**src/rtl/x74xx_pkg.sv**
```systemverilog
// Shared definitions for the x74xx scan multiplexer: scan FSM state type and
// the state constants used by the top-level sequencer.
package x74xx_pkg;

  localparam int SCAN_STATE_W = 2;

  typedef logic [SCAN_STATE_W-1:0] scan_state_t;

  localparam scan_state_t SCAN_IDLE = 2'd0;
  localparam scan_state_t SCAN_RUN  = 2'd1;
  localparam scan_state_t SCAN_DONE = 2'd2;

endpackage

```
**src/rtl/x74xx_mux_slice.sv**
```systemverilog
// One mux channel: INPUTS-wide combinational select gated by an active-low
// enable. Select codes with no matching input produce 0.
module x74xx_mux_slice #(
  parameter  int INPUTS = 4,
  localparam int SEL_W  = $clog2(INPUTS)
) (
  input  logic              en_n,
  input  logic [INPUTS-1:0] din,
  input  logic [SEL_W-1:0]  sel,
  output logic              y
);

  // Decode by equality so out-of-range codes fall through to 0 instead of indexing past din
  always_comb begin
    y = 1'b0;
    for (int k = 0; k < INPUTS; k++) begin
      if (sel == SEL_W'(k)) begin
        y = din[k];
      end
    end
    if (en_n) begin
      y = 1'b0;
    end
  end

endmodule

```
**src/rtl/x74xx_scan_mux.sv**
```systemverilog
// Multi-channel registered mux with a shared select that is either latched
// from S (direct mode) or stepped through every input by a scan sequencer.
// The select chosen on an edge is the one used for that edge's sample, so Y
// follows an input or select change with a single cycle of latency.
module x74xx_scan_mux #(
  parameter  int CHANNELS = 2,
  parameter  int INPUTS   = 4,
  localparam int SEL_W    = $clog2(INPUTS)
) (
  input  logic                       clock_50,
  input  logic                       reset_n,
  input  logic [CHANNELS-1:0]        E_N,
  input  logic [CHANNELS*INPUTS-1:0] I,
  input  logic [SEL_W-1:0]           S,
  input  logic                       SEL_LE,
  input  logic                       MODE,
  input  logic                       SCAN_START,
  output logic [CHANNELS-1:0]        Y,
  output logic                       Y_VALID,
  output logic [SEL_W-1:0]           SEL_OUT,
  output logic                       SCAN_BUSY,
  output logic                       SCAN_DONE
);

  import x74xx_pkg::*;

  localparam logic [SEL_W-1:0] SEL_LAST = SEL_W'(INPUTS - 1);

  scan_state_t         state_reg, state_next;
  logic [SEL_W-1:0]    sel_reg, sel_next;
  logic                sample_next;
  logic [CHANNELS-1:0] mux_y;
  logic [CHANNELS-1:0] y_reg;
  logic                y_valid_reg;
  logic [SEL_W-1:0]    sel_out_reg;

  // Per-channel select logic, all channels driven by the select being loaded this edge
  for (genvar gi = 0; gi < CHANNELS; gi++) begin : g_slice
    x74xx_mux_slice #(
      .INPUTS(INPUTS)
    ) u_slice (
      .en_n(E_N[gi]),
      .din (I[gi*INPUTS +: INPUTS]),
      .sel (sel_next),
      .y   (mux_y[gi])
    );
  end

  // Sequencer: next state, next select, and whether this edge captures a sample
  always_comb begin
    state_next  = state_reg;
    sel_next    = sel_reg;
    sample_next = 1'b0;
    case (state_reg)
      SCAN_IDLE: begin
        if (MODE) begin
          if (SCAN_START) begin
            state_next  = SCAN_RUN;
            sel_next    = '0;
            sample_next = 1'b1;
          end
        end else begin
          if (SEL_LE) begin
            sel_next = S;
          end
          sample_next = 1'b1;
        end
      end
      SCAN_RUN: begin
        if (!MODE) begin
          // Leaving scan mode aborts without a completion pulse
          state_next  = SCAN_IDLE;
          sel_next    = '0;
          sample_next = 1'b1;
        end else if (sel_reg == SEL_LAST) begin
          state_next = x74xx_pkg::SCAN_DONE;
        end else begin
          sel_next    = sel_reg + 1'b1;
          sample_next = 1'b1;
        end
      end
      default: begin
        // Completion cycle (and recovery from the unused code): back to idle, select held
        state_next = SCAN_IDLE;
        if (!MODE) begin
          if (SEL_LE) begin
            sel_next = S;
          end
          sample_next = 1'b1;
        end
      end
    endcase
  end

  // FSM state and select register
  always_ff @(posedge clock_50 or negedge reset_n) begin
    if (!reset_n) begin
      state_reg <= SCAN_IDLE;
      sel_reg   <= '0;
    end else begin
      state_reg <= state_next;
      sel_reg   <= sel_next;
    end
  end

  // Output register: capture on sample edges; otherwise hold, still clearing disabled channels
  always_ff @(posedge clock_50 or negedge reset_n) begin
    if (!reset_n) begin
      y_reg       <= '0;
      y_valid_reg <= 1'b0;
      sel_out_reg <= '0;
    end else if (sample_next) begin
      y_reg       <= mux_y;
      y_valid_reg <= 1'b1;
      sel_out_reg <= sel_next;
    end else begin
      y_reg       <= y_reg & ~E_N;
      y_valid_reg <= 1'b0;
    end
  end

  assign Y         = y_reg;
  assign Y_VALID   = y_valid_reg;
  assign SEL_OUT   = sel_out_reg;
  assign SCAN_BUSY = (state_reg != SCAN_IDLE);
  assign SCAN_DONE = (state_reg == x74xx_pkg::SCAN_DONE);

endmodule

```
**config.mk**
```make
export PLATFORM = sky130hd
export DESIGN_NAME = x74xx_scan_mux
export DESIGN_NICKNAME = d
export VERILOG_FILES = /design/src/rtl/x74xx_pkg.sv /design/src/rtl/x74xx_mux_slice.sv /design/src/rtl/x74xx_scan_mux.sv
export SDC_FILE = /design/constraint.sdc
export NUM_CORES = 1
export LEC_CHECK = 0
export ABC_AREA = 1
export CAP_MARGIN = 10
export CELL_PAD_IN_SITES_DETAIL_PLACEMENT = 1
export CELL_PAD_IN_SITES_GLOBAL_PLACEMENT = 1
export CORE_MARGIN = 1.5
export CORE_UTILIZATION = 29
export CTS_CLUSTER_SIZE = 30
export DETAILED_ROUTE_END_ITERATION = 8
export PLACE_DENSITY = 0.87
export SYNTH_ARGS = -nofsm -noshare
export SYNTH_HDL_FRONTEND = slang
export SYNTH_SLANG_ARGS = --single-unit
```
**constraint.sdc**
```tcl
create_clock -name clock_50 -period 1.5 [get_ports clock_50]
set_input_delay 0.3 -clock clock_50 [delete_from_list [all_inputs] [get_ports clock_50]]
set_output_delay 0.3 -clock clock_50 [all_outputs]
set_load 0.05 [all_outputs]
```
# Word-level counts from Yosys, hierarchy flattened
# Index checks and enable logic that the tools add are counted.
dict set report word_totals {
  ff_bits 9
  inputBits 17
  output_inout_bits 7
  elab_cells 51
}
dict set report op_classes {
  addsub 1
  eq_ne 9
  muxes 30
  bitwise_logic 2
  n_reduce_logical 4
}
# operator count
set ops {}
lappend ops {{$mux 2} 11}
lappend ops {{$mux 1} 16}
lappend ops {{$eq 2x2->1 const B} 4}
lappend ops {{$pmux 2 s2} 2}
lappend ops {{$eq 2x1->1 const B} 2}
lappend ops {{$logic_not 2->1} 2}
lappend ops {{$ne 2x2->1 const B} 2}
lappend ops {{$ne 3x3->1 const B} 1}
lappend ops {{$reduce_and 3->1} 1}
lappend ops {{$add 2x1->2 const B} 1}
lappend ops {{$and 2x2->2} 1}
lappend ops {{$not 2->2} 1}
lappend ops {{$pmux 1 s2} 1}
lappend ops {{$reduce_bool 2->1} 1}

# Logic depth before layout (Yosys ltp)
dict set report depth {
  word_depth 11
  ltp_mapped 12
  ltp_nobuf 12
}

# Cells and area by module
# From an unflattened synthesis, not the netlist that was laid out.
dict set report hier_totals {
  cells_unflattened 79
  hier_area_um2 540.5
}
# module instances cells_per_inst area_each_um2 seq_area_each_um2
set modules_own_cells {}
lappend modules_own_cells {x74xx_scan_mux 1 55 437.9 225.2}
lappend modules_own_cells {x74xx_mux_slice 2 12 51.3 0.0}

# Worst setup path after synthesis
# Ideal clock, no wire load.
dict set report synth_path {
  path_kind {register to output}
  startpoint {reg state_reg[1]}
  endpoint {out SCAN_DONE}
  arrival_time_ps 1090
  required_time_ps 1200
  slack_ps 110
  stages_incl_launch_ff 3
  path_buffers 0
  cell_sequence {dfrtp_1 inv_1 nor2_1}
}
dict set report synth_via {
  elab_chain_cells 1
}
# element line_no
set synth_lines {}
lappend synth_lines {{start: declaration} x74xx_scan_mux.sv:29} ;# scan_state_t state_reg, state_next;
lappend synth_lines {{start signal: assignment} x74xx_scan_mux.sv:101} ;# state_reg <= state_next;
lappend synth_lines {{$eq 2x2->1} x74xx_scan_mux.sv:126} ;# assign SCAN_DONE = (state_reg == x74xx_pkg::SCAN_DONE);
lappend synth_lines {{end: declaration} x74xx_scan_mux.sv:22} ;# output logic SCAN_DONE
# No other way between the ends.

# Final worst setup path
dict set report layout_path {
  startpoint {reg sel_reg[1]}
  endpoint {reg y_reg[0] (netlist: Y[0])}
}
dict set report layout_via {
  elab_chain_cells 11
  elab_cells_between_ends 22
  classes_between {add/sub: 1; eq/ne: 4; mux: 16; reduce/logical: 1}
}
# element line_no
set layout_lines {}
lappend layout_lines {{start: declaration} x74xx_scan_mux.sv:30} ;# logic [SEL_W-1:0] sel_reg, sel_next;
lappend layout_lines {{start signal: assignment} x74xx_scan_mux.sv:102} ;# sel_reg <= sel_next;
lappend layout_lines {{$add 2x1->2 or $eq 2x2->1 (tied branches)} {x74xx_scan_mux.sv:78, x74xx_scan_mux.sv:75}}
lappend layout_lines {{$mux 2} x74xx_scan_mux.sv:75} ;# end else if (sel_reg == SEL_LAST) begin
lappend layout_lines {{$mux 2} x74xx_scan_mux.sv:70} ;# if (!MODE) begin
lappend layout_lines {{$pmux 2 s2} x74xx_scan_mux.sv:54} ;# case (state_reg)
lappend layout_lines {{$logic_not 2->1} x74xx_mux_slice.sv:17} ;# if (sel == SEL_W'(k)) begin
lappend layout_lines {{$mux 1 (4 in series)} x74xx_mux_slice.sv:17}
lappend layout_lines {{$mux 1} x74xx_mux_slice.sv:21} ;# if (en_n) begin
lappend layout_lines {{$mux 2 (*)} x74xx_scan_mux.sv:112} ;# end else if (sample_next) begin
lappend layout_lines {{end signal: assignment} x74xx_scan_mux.sv:113} ;# y_reg <= mux_y;
lappend layout_lines {{end signal: assignment} x74xx_scan_mux.sv:117} ;# y_reg <= y_reg & ~E_N;
lappend layout_lines {{end: declaration} x74xx_scan_mux.sv:33} ;# logic [CHANNELS-1:0] y_reg;
# Every way passes the cells marked *; elsewhere a longest branch is shown, timed or not.
# A chain may end at the register's enable or synchronous reset.

==> results.toml <==
[critical_path]
path_cells = "inv_2, nand2_1, nand3_2, nand2_1, nand2_2, nand2_2, nor2_4, nand3_1, nand2_1, nor2_1, nor2_1, nor2_1"
worstPathMaxFanout = 6
slowest_stage = "dfrtp_2"
cp_top_family = "simple AND/OR/NAND/NOR gates"
reg2reg_depth = 12
r2r-start = "sel_reg[1]$_DFF_PN0_"
worstSetupStartpointType = "flop"
cp.required_ns = 1.65
max_stage_delay_ns = 0.47
cp_data_arrival_time_ns = 1.65
r2r-end = "Y[0]$_DFF_PN0_"
path_buf_inv = 1
crit_type = "reg2reg"
rrSetupSlack_ns = 0.002
cp-end-kind = "flop"

[sta]
finalHoldViolCount = 0
slew_headroom = 0.7000
setup_ws_ns = 0.002318
layout_min_cycle_time_ns = 1.498
drv_slew = 0
timing.fmax_mhz = 667.7
skew_ns = 0.001357
finalSetupViolations = 0
rsz0062_at_grt = "yes"
period_share = 0.9985
tightest_slew_ns = 0.4485
hold_ws_ns = 0.3515

[clock_network]
numCtsBuffers = 3
clkTransAtPathRegs_ns = 0.07
root_buffer = "clkbuf_4"
clock_path_buffers = 2
cts.htree.levels = 1
clock_latency_ns = 0.26
ctsHoldBuffers = 0
cts_tree = "built"
clkSinkCount = 9

[synthesis]
synthArstFlopShare = 1.000
syn_area_um2 = 628.1
synth_area_leaders = "dfrtp_1 (36%), nand2_1 (12%), inv_1 (9.0%)"
synth_top_area_cell = "dfrtp_1"
synth_nets = 106
ys_seq_area_frac = 0.3586
ys.flop_type = "dfrtp_1"
synth_most_common_cell = "nand2_1"
yosys_warnings = 0
syn_avg_cell_area_um2 = 7.057
synth_top_area_share = 0.3586
yosys_register_bits = 9
synthCells = 89
synth.distinct_cells = 16
netlist_top_cells_count = "nand2_1 (20), inv_1 (15), nand3_1 (10)"
synth_enable_flop_cells = 0

[die]
start_util = 0.3137
rows = 16
dieArea_mm2 = 0.002454
die_h_um = 49.54
core-area_mm2 = 0.002002
die_w_um = 49.54
ioPinCount = 24

[final_layout]
drive_above_1_share = 0.3361
antenna_cells = 0
fillerInstances = 258
area_growth_pct = 64.54
fin_nets = 140

[power_and_ir_drop]
power_density_mw_per_mm2 = 917.1
peakVddDrop_v = 0.0004929
p_leak_nw = 0.5496

[drt]
num_vias = 670
initialDrtViolationCount = 5
drc = 0
viasPerCell = 4.497
wirelength_mm = 1.710
detail-route-antenna-nets = 0
routedWlPerCell_um = 11.48
first_pass_iters = 4

[placed_design]
dp_slack_ns = -0.3225
port_buffers = 23
gp_congestion = 0.8857
hpwl_mm = 1.410

[grt]
first_global_vias = 713
grt_pass1_wl_mm = 3.049
grt_antenna_before_repair = 0
grt.overflow.total = 0
grtUsageTotal = 0.1570
grt_max_degree = 10

[run]
drv_cap = 0

[hold_path]
min_path_type = "in2async"

[run_status]
status = "finished clean"
[per-layer routing]
| layer | vias up | track usage | wire length, µm |
|---|---|---|---|
| met2 | 19 | 0.2778 | 880 |
| met4 | 0 | 0.06944 | 0 |
| met5 | - | 0 | 0 |
| li1 | 345 | - | - |
| met3 | 0 | 0.02727 | 70 |
| met1 | 306 | 0.1834 | 758 |
[final cells by class]
cell class / instances / area (µm²) / area share
timing repair buffer: 29 / 337.8 / 0.3269
multi-input combinational: 60 / 332.8 / 0.3220
sequential: 9 / 227.7 / 0.2203
inverter: 20 / 75.07 / 0.07264
tap: 27 / 33.78 / 0.03269
clock buffer: 4 / 26.28 / 0.02542
[cells in the final DEF (no fill, tap or decap), drive strengths merged]
| cell | count |
|---|---|
| o211ai | 1 |
| dlygate4sd2 | 2 |
| nand4 | 1 |
| nand3 | 14 |
| nand2 | 24 |
| o21bai | 2 |
| dfrtp | 9 |
| o21ai | 5 |
| clkdlybuf4s50 | 14 |
| nor2 | 11 |
| inv | 20 |
| a21oi | 1 |
| buf | 13 |
| clkbuf | 4 |
| nand3b | 1 |
[cells by family after synthesis]
logic type / count (synthesis) / share of synthesized area
compound gates: 9 / 0.09561
buf+inv: 20 / 0.1195
flops: 9 / 0.3586
simple gates: 51 / 0.4263
[metrics by stage]
stage | power (mW) | area (µm²) | utilization | setup TNS (ns) | cells
global route | 1.010 | 1033 | 0.5163 | -0.2493 | 149
CTS | 0.9495 | 1030 | 0.5144 | 0 | 149
floorplan | 0.5348 | 628.1 | - | 0 | 89
global placement | 0.7293 | 979.7 | 0.4894 | -0.6087 | 143
detailed placement | 0.7435 | 979.7 | 0.4894 | -0.9125 | 143
finish | 0.9478 | 1033 | 0.5163 | 0 | 149
[worst max-delay path by stage]
| stage | startpoint | to | slack, ns | cells after the start |
|---|---|---|---|---|
| CTS | sel_reg[1]$_DFF_PN0_ | Y[0]$_DFF_PN0_ | 0.01 | 12 |
| floorplan | state_reg[1]$_DFFE_PN0P_ | SCAN_DONE | 0.11 | 2 |
| finish | sel_reg[1]$_DFF_PN0_ | Y[0]$_DFF_PN0_ | 0.002 | 12 |
| global route | sel_reg[0]$_DFF_PN0_ | Y[0]$_DFF_PN0_ | -0.12 | 12 |
| detailed placement | SEL_LE | Y[0]$_DFF_PN0_ | -0.32 | 13 |
| global placement | MODE | Y[0]$_DFF_PN0_ | -0.26 | 12 |
[repair_timing]
| item | in CTS | in global routing |
|---|---|---|
| gates resized for setup | 7 | 4 |
| pin swaps | 2 | 2 |
| buffers inserted | 2 | 0 |
| setup endpoints to repair | 2 | 4 |
[where the power goes]
group | switching (mW) | internal, mW
Combinational | 0.235 | 0.199
Clock | 0.0946 | 0.103
Sequential | 0.0394 | 0.277
Note: power is estimated with default switching activity, not from simulation.
==> patch: new RTL, config.mk and constraints unchanged <==
Change the parameter `CHANNELS` from 2 to 4.
--- a/src/rtl/x74xx_scan_mux.sv
+++ b/src/rtl/x74xx_scan_mux.sv
@@ -4,5 +4,5 @@
 // follows an input or select change with a single cycle of latency.
 module x74xx_scan_mux #(
-  parameter  int CHANNELS = 2,
+  parameter  int CHANNELS = 4,
   parameter  int INPUTS   = 4,
   localparam int SEL_W    = $clog2(INPUTS)
Ports: changed (resized E_N, I and Y); port bits go from 24 to 36. No check against the original RTL was run, so the function may have changed too.
==> patch against the unedited design <==
  * The flow now finishes with violations (negative setup slack)
  * Power grew 40%
  * Worst setup slack lost 0.045 ns
  * Sequential cell count grew 2
  * Clock power grew 12%
  * Synthesized area grew 19%
  * Wire length grew 70%
  * Largest cell class unchanged
  * Synthesized cell count grew 15%
  * Combinational power grew 65%
  * Design area grew 42%
  * Fmax shrank 2.9%
==> patch: results (changes against the unedited design) <==
{| class="wikitable"
! Metric !! Value
|-
| Fraction of power spent switching nets || 40.8% (+1.9 points)
|-
| 1st-pass router iterations || 2 (-2)
|-
| Outcome || finished with violations
|-
| Clock Network Area Fraction || 1.79% (-0.76 points)
|-
| Pin count of the biggest net entering global routing || 14 (+4)
|-
| Combinational Power || 0.715 mW (+65%)
|-
| Seq pwr share || 29.3% (-4.1 points)
|-
| Amount of wire on met2 after detailed routing || 1.67 mm (+90%)
|-
| Static power due to leakage || 0.731 nW (+33%)
|-
| Antenna violations before repair || 0 (unchanged)
|-
| Share of layout cells above drive strength 1 || 40.9% (+7.3 points)
|-
| Bufs w/o clock || 53 (+83%)
|-
| DP HPWL || 1.96 mm (+39%)
|-
| Number of signal-net inverters in the final layout || 16 (-20%)
|-
| Delay of the slowest cell on the worst path || 0.45 ns (-0.02 ns)
|-
| Gr usage total || 19.7% (+4.0 points)
|-
| Number of nets in the synthesized netlist || 129 (+22%)
|-
| Maximum fanout along the worst path || 5 (-1)
|-
| Final setup violation count || 2 (+2)
|-
| Commonest cells in the synthesized netlist || 27 x sky130_fd_sc_hd__nand2_1, 13 x sky130_fd_sc_hd__inv_1, 11 x sky130_fd_sc_hd__dfrtp_1, 11 x sky130_fd_sc_hd__nand3_1
|-
| Met1 track utilization from global routing || 22.7% (+4.4 points)
|-
| Clock skew after layout || 0.00271 ns (+0.00135 ns)
|-
| Post-synthesis compound-gate area fraction || 17.1% (+7.5 points)
|-
| Met3 WL || 97 um (+39%)
|-
| Sequential Area || 277 um2 (+21%)
|-
| Highest routed metal layer || met4
|-
| Via count of the first global-routing pass || 883 (+24%)
|-
| Largest cells by area after synthesis || sky130_fd_sc_hd__dfrtp_1 37%, sky130_fd_sc_hd__nand2_1 14%, sky130_fd_sc_hd__nand3_1 7.4%
|-
| GP Congestion || 0.855 (-3.4%)
|-
| Post-synthesis sequential area ratio || 36.8% (+0.93 points)
|-
| Drt total wl || 2.90 mm (+70%)
|-
| Library cells used by synthesis || 20 (+4)
|-
| Aggregate negative setup slack || -0.0662 ns (-0.0662 ns)
|-
| Detail-routed via count per cell || 4.90 (+9.0%)
|-
| Routing usage on met3 || 3.06% (+0.33 points)
|-
| Clock latency at the later pin of the worst-skew pair || 0.28 ns (+0.02 ns)
|-
| PnR worst setup slack || -0.0422 ns (-0.0445 ns)
|-
| Combinational group share of total power || 54.1% (+8.3 points)
|-
| #MultiIn Comb || 75 (+25%)
|-
| Number of nets at the end of the flow || 187 (+34%)
|-
| Number of clock sinks || 11 (+2)
|-
| Starting DRC count in detailed routing || 1 (-4)
|-
| Port Buf Inserts || 35 (+52%)
|-
| Data arrival at the endpoint of the critical path || 1.76 ns (+0.11 ns)
|-
| Area taken by multi-input logic gates || 489 um2 (+47%)
|-
| Failing checks || negative setup slack
|-
| DRT met1 WL || 1.06 mm (+40%)
|-
| Signal buffers share of area || 39.2% (+6.5 points)
|-
| Worst VDD drop || 605 uV (+23%)
|-
| Wire length of the first global-routing pass || 4.00 mm (+31%)
|-
| Worst rel slew slack || 65.3% (-4.7 points)
|}
==> patch: changes by cell type after synthesis, moves of 3 or more <==
cell | before | now
sky130_fd_sc_hd__nand2_1 | 20 | 27
sky130_fd_sc_hd__or2_1 | 0 | 4
sky130_fd_sc_hd__o21ai_1 | 0 | 3
sky130_fd_sc_hd__a21oi_2 | 0 | 4
sky130_fd_sc_hd__nor2_1 | 8 | 4
==> patch: stage by stage <==
step,setup slack (ns),utilization (%),std cells,cell area [um2],hold slack [ns]
2_1_floorplan,0.119,-,102,748,0.00441
3_3_place_gp,-0.368,51.7,174,1270,0.584
3_5_place_dp,-0.470,51.7,174,1270,0.590
4_1_cts,0.00294,54.6,180,1340,0.375
5_1_grt,-0.132,59.9,189,1470,0.379
6_report,-0.0422,59.9,189,1470,0.357
==> patch: worst max-delay path, delay by kind of cell, from the launching register on <==
family / cells / cell delay [ns]
and+or+nand+nor: 7 / 0.73
AOI/OAI and AO/OA: 1 / 0.11
DFF: 1 / 0.45
buffers and inverters: 2 / 0.18
==> patch: worst paths after layout <==
kind,startpoint,to,slack [ns],depth (start not counted)
max,sel_reg[1]$_DFF_PN0_,Y[2]$_DFF_PN0_,-0.04,10
min,reset_n,Y[2]$_DFF_PN0_,0.36,1
max reg2reg,sel_reg[1]$_DFF_PN0_,Y[2]$_DFF_PN0_,-0.04,10
min reg2reg,SEL_OUT[1]$_DFFE_PN0N_,SEL_OUT[1]$_DFFE_PN0N_,0.63,2
max in group asynchronous,reset_n,sel_reg[1]$_DFF_PN0_,0.77,1
min in group clock_50,SCAN_START,state_reg[0]$_DFFE_PN0P_,0.37,3
==> patch: what timing repair did <==
action | 4_1_cts | 5_1_grt
pin swaps | 2 | 10
gates cloned | 1 | 0
resized for setup | 15 | 21
setup endpoints to repair | 6 | 7
buffers inserted | 1 | 9
